==> src/rtl/fifo_stream_reader_pkg.sv <==
// Shared types and constants for the FIFO read-side stream controller.
package fifo_rd_pkg;

  localparam int unsigned DEFAULT_DATA_W = 8;
  localparam int unsigned BUF_DEPTH      = 2;

  typedef logic [1:0] occ_t;

endpackage

==> src/rtl/fifo_stream_reader_if.sv <==
// FIFO read port plus downstream valid/ready stream, bundled for fifo_stream_reader.
interface fifo_stream_reader_if
  import fifo_rd_pkg::*;
#(
  parameter int unsigned DATA_W = DEFAULT_DATA_W,
  parameter int unsigned CNT_W  = 16
);

  logic              en;
  logic              fifo_empty;
  logic              fifo_rd;
  logic [DATA_W-1:0] fifo_dout;
  logic [DATA_W-1:0] m_data;
  logic              m_valid;
  logic              m_ready;
  logic              m_last;
  logic [CNT_W-1:0]  frame_cnt;
  logic              busy;

  modport master (
    input  en, fifo_empty, fifo_dout, m_ready,
    output fifo_rd, m_data, m_valid, m_last, frame_cnt, busy
  );

  modport slave (
    output en, fifo_empty, fifo_dout, m_ready,
    input  fifo_rd, m_data, m_valid, m_last, frame_cnt, busy
  );

endinterface

==> src/rtl/fifo_stream_reader_stream_buf2.sv <==
// Two-entry register buffer: tail write, head read, occupancy out.
module stream_buf2
  import fifo_rd_pkg::*;
#(
  parameter int unsigned DATA_W = DEFAULT_DATA_W
) (
  input  logic              clk,
  input  logic              rst,
  input  logic              wr,
  input  logic [DATA_W-1:0] wdata,
  input  logic              rd,
  output occ_t              occ,
  output logic [DATA_W-1:0] head
);

  logic [DATA_W-1:0] mem_q [BUF_DEPTH];
  logic              rptr_q, rptr_d;
  logic              wptr_q, wptr_d;
  occ_t              occ_q, occ_d;

  always_comb begin
    rptr_d = rptr_q ^ rd;
    wptr_d = wptr_q ^ wr;
    occ_d  = occ_q + occ_t'(wr) - occ_t'(rd);
  end

  always_ff @(posedge clk or negedge rst) begin
    if (!rst) begin
      for (int i = 0; i < BUF_DEPTH; i++) mem_q[i] <= '0;
      rptr_q <= 1'b0;
      wptr_q <= 1'b0;
      occ_q  <= '0;
    end else begin
      if (wr) mem_q[wptr_q] <= wdata;
      rptr_q <= rptr_d;
      wptr_q <= wptr_d;
      occ_q  <= occ_d;
    end
  end

  assign occ  = occ_q;
  assign head = mem_q[rptr_q];

  occ_bound_a : assert property (@(posedge clk) disable iff (!rst) occ_q <= occ_t'(BUF_DEPTH));
  no_overrun_a : assert property (@(posedge clk) disable iff (!rst)
    !(wr && !rd && occ_q == occ_t'(BUF_DEPTH)));

endmodule

==> src/rtl/fifo_stream_reader.sv <==
// Drains a registered-read FIFO into a valid/ready stream with frame marking and counting.
module fifo_stream_reader
  import fifo_rd_pkg::*;
#(
  parameter int unsigned DATA_W    = DEFAULT_DATA_W,
  parameter int unsigned FRAME_LEN = 16,
  parameter int unsigned CNT_W     = 16
) (
  input logic                 clk,
  input logic                 rst,
  fifo_stream_reader_if.master bus
);

  localparam int unsigned     IDX_W    = (FRAME_LEN > 1) ? $clog2(FRAME_LEN) : 1;
  localparam logic [IDX_W-1:0] LAST_IDX = IDX_W'(FRAME_LEN - 1);

  logic              inflight_q;
  occ_t              occ;
  logic [DATA_W-1:0] head;
  logic              valid, fire, last, rd;
  logic [2:0]        credit;
  logic [IDX_W-1:0]  idx_q, idx_d;
  logic [CNT_W-1:0]  cnt_q, cnt_d;

  stream_buf2 #(
    .DATA_W(DATA_W)
  ) u_buf (
    .clk  (clk),
    .rst  (rst),
    .wr   (inflight_q),
    .wdata(bus.fifo_dout),
    .rd   (fire),
    .occ  (occ),
    .head (head)
  );

  always_comb begin
    valid  = (occ != '0);
    fire   = valid & bus.m_ready;
    last   = valid & (idx_q == LAST_IDX);
    // Slots already claimed after this edge; fire implies occ >= 1 so no underflow.
    credit = 3'(occ) + 3'(inflight_q) - 3'(fire);
    rd     = rst & bus.en & ~bus.fifo_empty & (credit <= 3'd1);
    idx_d  = idx_q;
    cnt_d  = cnt_q;
    if (fire) begin
      if (last) begin
        idx_d = '0;
        cnt_d = cnt_q + CNT_W'(1);
      end else begin
        idx_d = idx_q + IDX_W'(1);
      end
    end
  end

  always_ff @(posedge clk or negedge rst) begin
    if (!rst) begin
      inflight_q <= 1'b0;
      idx_q      <= '0;
      cnt_q      <= '0;
    end else begin
      inflight_q <= rd;
      idx_q      <= idx_d;
      cnt_q      <= cnt_d;
    end
  end

  assign bus.fifo_rd   = rd;
  assign bus.m_data    = head;
  assign bus.m_valid   = valid;
  assign bus.m_last    = last;
  assign bus.frame_cnt = cnt_q;
  assign bus.busy      = inflight_q | valid;

endmodule

==> src/flat_wrapper.sv <==
// flat-port wrapper written by rule: the top's interface ports become plain ports
module fifo_stream_reader_flat import fifo_rd_pkg::*;
#(
  parameter int unsigned DATA_W    = DEFAULT_DATA_W,
  parameter int unsigned FRAME_LEN = 16,
  parameter int unsigned CNT_W     = 16
)
  (clk, rst, bus_en, bus_fifo_empty, bus_fifo_dout, bus_m_ready, bus_fifo_rd, bus_m_data, bus_m_valid, bus_m_last, bus_frame_cnt, bus_busy);
  fifo_stream_reader_if #(.DATA_W(DATA_W), .CNT_W(CNT_W)) bus_i ();
  input logic clk;
  input logic rst;
  input wire logic [$bits(bus_i.en)-1:0] bus_en;
  input wire logic [$bits(bus_i.fifo_empty)-1:0] bus_fifo_empty;
  input wire logic [$bits(bus_i.fifo_dout)-1:0] bus_fifo_dout;
  input wire logic [$bits(bus_i.m_ready)-1:0] bus_m_ready;
  output wire logic [$bits(bus_i.fifo_rd)-1:0] bus_fifo_rd;
  output wire logic [$bits(bus_i.m_data)-1:0] bus_m_data;
  output wire logic [$bits(bus_i.m_valid)-1:0] bus_m_valid;
  output wire logic [$bits(bus_i.m_last)-1:0] bus_m_last;
  output wire logic [$bits(bus_i.frame_cnt)-1:0] bus_frame_cnt;
  output wire logic [$bits(bus_i.busy)-1:0] bus_busy;
  assign bus_i.en = bus_en;
  assign bus_i.fifo_empty = bus_fifo_empty;
  assign bus_i.fifo_dout = bus_fifo_dout;
  assign bus_i.m_ready = bus_m_ready;
  assign bus_fifo_rd = bus_i.fifo_rd;
  assign bus_m_data = bus_i.m_data;
  assign bus_m_valid = bus_i.m_valid;
  assign bus_m_last = bus_i.m_last;
  assign bus_frame_cnt = bus_i.frame_cnt;
  assign bus_busy = bus_i.busy;
  fifo_stream_reader #(.DATA_W(DATA_W), .FRAME_LEN(FRAME_LEN), .CNT_W(CNT_W)) u_core (.clk(clk), .rst(rst), .bus(bus_i));
endmodule
==> config.mk <==
export PLATFORM = sky130hd
export DESIGN_NAME = fifo_stream_reader_flat
export DESIGN_NICKNAME = d
export VERILOG_FILES = /design/src/rtl/fifo_stream_reader_pkg.sv /design/src/rtl/fifo_stream_reader_if.sv /design/src/rtl/fifo_stream_reader_stream_buf2.sv /design/src/rtl/fifo_stream_reader.sv /design/src/flat_wrapper.sv
export SDC_FILE = /design/constraint.sdc
export NUM_CORES = 1
export LEC_CHECK = 0
export ABC_CLOCK_PERIOD_IN_PS = 2300
export CORE_ASPECT_RATIO = 1.25
export CORE_UTILIZATION = 28
export DETAILED_ROUTE_END_ITERATION = 8
export PLACE_DENSITY = 0.59
export SKIP_LAST_GASP = 1
export SLEW_MARGIN = 0
export SYNTH_ARGS = -nofsm -noshare
export SYNTH_HDL_FRONTEND = slang
export SYNTH_SLANG_ARGS = --single-unit
==> constraint.sdc <==
create_clock -name clk -period 2.3 [get_ports clk]
set_input_delay 0.46 -clock clk [delete_from_list [all_inputs] [get_ports clk]]
set_output_delay 0.46 -clock clk [all_outputs]
set_load 0.1 [all_outputs]
==> out/results.ini <==
[setup_path]
worstSetupPathType = reg -> out
required_ns = 1.84
worstSetupStartpointType = flip-flop
arrival_ns = 2.38
crit_path_end_kind = output port
critical_path.max_fanout = 2

[logic_synthesis]
avgSynthCellArea_um2 = 12.6
synthesis.nets = 168
ys_types = 21
syn_area_um2 = 1870
ys_ff_latch = 41
netlist_instances = 148
yosysWarnings = 0
yosysSeqAreaShare_pct = 54.8

[final_layout]
final_layout_size_suffix_gt1_share_pct = 42.6
final_common_cell = dfrtp_1
mostFrequentLayoutCells = dfrtp_1 (41), buf_4 (34), mux2_2 (25), nand2_1 (18), xnor2_1 (14)
area_delta_synth_final_pct = 44.3
nets = 228
n_antenna_cell = 0

[pwr]
total_power_mw = 3.84
p_clk_share_pct = 15.8
seqPwrFrac_pct = 28.6
p_switching_mw = 1.73
power.internal_mw = 2.11
p_per_area_nw_per_um2 = 1420
sw_frac_of_total_pct = 45.0
vdd_ir_drop_max_mv = 0.728
p_leak_nw = 1.26
p_comb_share_pct = 55.7

[global_routing]
grt_max_degree = 42
antenna_found_initial = 0
grt_first_pass_wirelength_um = 6260
grt-ovfl-total = 0
grtUsageTotal_pct = 12.1
grt_pass1_vias = 1315

[die]
row_count = 32
die_height_um = 93.4
start_util_pct = 29.6
ios = 41
die_area_um2 = 7010
core_area_um2 = 6330
fp.dieW_um = 75.1

[sta]
setup-violations-final = 1
skew_ns = 0.00397
timing.final.crit_period_ns = 2.84
holdWs_ns = 0.239
max_freq_mhz = 352
tightest_slew_ns = 0.544
maxSlewHeadroom_pct = 63.7
final_hold_viol_count = 0
drv_slew = 0
setup_ws_ns = -0.541
rsz0062_at_grt = yes
min_period_over_period_pct = 124

[detailed_routing]
first_pass_iters = 4
vias = 1270
wl_per_cell_um = 12.4
vias_per_cell = 4.32
dr.first_iter.drc_count = 42
drtAntennaViolNets = 0
drt_wl_total_um = 3660
drc_errors = 0

[job]
drv_cap = 0

[clock_tree]
cts_root_buf = clkbuf_8
clock_latency_ns = 0.29
cts_made_buffers = 5
hold_buffers = 0
cts_tree = done
cts.path.max_buffers = 2
cts.sinks = 41
cts-htree-levels = 2
clk_pin_slew_worst_paths_ns = 0.08

[placement]
place_hpwl_um = 2470
portBuffers = 40
gp_congestion = 0.692

[run_status]
status = complete, but fails checks
failed_checks = negative setup slack

[min_path]
hold_class = in -> async

## cell usage after synthesis (all sizes together)
cell type  number  area share (%)
mux2           25              15
nor3            2            0.54
fa              1             1.1
dfrtp          41              55
nand2          19             3.8
nand3           5             2.0
ha              6             4.0
and4            1            0.47
nor2            4            0.80
xor2            4             1.9
and3            2            0.67
o21ai           4             1.7
clkbuf          3            0.60
inv             9             1.8
nor4            3             2.6
nand4           4             1.3
xnor2          14             6.6
a21oi           1            0.27
## logic make-up after synthesis
kind of cell	Yosys count	share of synthesized area [%]
compound gates	5	1.94
xor+xnor	18	8.43
fa+ha+maj	7	5.08
buf+inv	12	2.41
flops	41	54.8
mux	25	15.1
simple gates	40	12.2
## state kept, by name (all words and copies together), names as in the netlist
name,cells
u_core.bus.frame_cnt,16
u_core.u_buf.mem_q,16
u_core.u_buf.rptr_q,1
u_core.u_buf.occ,2
u_core.idx_q,4
u_core.inflight_q,1
u_core.u_buf.wptr_q,1
## layout make-up
type | count | area [µm²]
Inverter | 9 | 33.8
Tap cell | 85 | 106
Clock buffer | 7 | 86.3
Clock inverter | 1 | 30.0
Timing Repair Buffer | 56 | 569
Multi-Input combinational cell | 95 | 847
Sequential cell | 41 | 1030
Fill cell | 627 | 3630
## power groups by stage
stage,clock network [mW],registers [mW],logic [mW]
2_1_floorplan,0,1.14,1.35
3_3_place_gp,0,1.11,2.03
3_5_place_dp,0,1.12,2.04
4_1_cts,0.628,1.10,2.19
5_1_grt,0.655,1.13,2.23
6_report,0.605,1.10,2.14
## metal layers
layer  global-route usage (%)  wire [µm]
met1                     14.7       1580
met2                     19.5       1920
met3                     2.26         83
met4                     7.39         73
met5                        0          0
## metrics by stage
step	TNS, ns	setup WS [ns]	cells	util [%]	area (µm²)
finish	-0.541	-0.541	294	42.7	2700
detailed placement	-1.01	-0.781	277	39.3	2490
floorplan	-1.91	-1.07	148	-	1890
global placement	-0.934	-0.745	277	39.3	2490
CTS	-2.39	-0.576	300	43.3	2740
global route	-0.627	-0.627	294	42.7	2700
## what timing repair did
| action | CTS | global route |
|---|---|---|
| gates resized for setup | 5 | 2 |
| endpoints found under the hold margin | 0 | 0 |
| pin swaps | 5 | 1 |
| buffers inserted | 15 | 1 |
| gates cloned | 0 | 0 |
| endpoints found under the setup margin | 1 | 5 |
## worst max-delay path: stages (launching register included)
cell and delay, ns:
dfrtp_1 0.41, o21ai_4 0.16, inv_2 0.07, ha_4 0.26, inv_2 0.04, ha_4 0.15, fa_2 0.47, nor4_4 0.30
buf_12 0.22
## final timing paths
| check | endpoint | cells past startpoint | slack (ns) | start |
|---|---|---|---|---|
| worst max-delay path | bus_fifo_rd | 8 | -0.54 | u_core.u_buf.occ[0]$_DFF_PN0_ |
| worst min-delay path | u_core.u_buf.mem_q[4]$_DFFE_PN0P_ | 2 | 0.24 | rst |
| worst max register to register | u_core.idx_q[3]$_DFFE_PN0P_ | 15 | 0.14 | u_core.u_buf.occ[0]$_DFF_PN0_ |
| worst min register to register | u_core.bus.frame_cnt[15]$_DFFE_PN0P_ | 1 | 0.48 | u_core.bus.frame_cnt[15]$_DFFE_PN0P_ |
| max in group asynchronous | u_core.bus.frame_cnt[4]$_DFFE_PN0P_ | 2 | 1.67 | rst |
| min in group clk | u_core.bus.frame_cnt[15]$_DFFE_PN0P_ | 1 | 0.48 | u_core.bus.frame_cnt[15]$_DFFE_PN0P_ |
(Power assumes the default switching activity.)
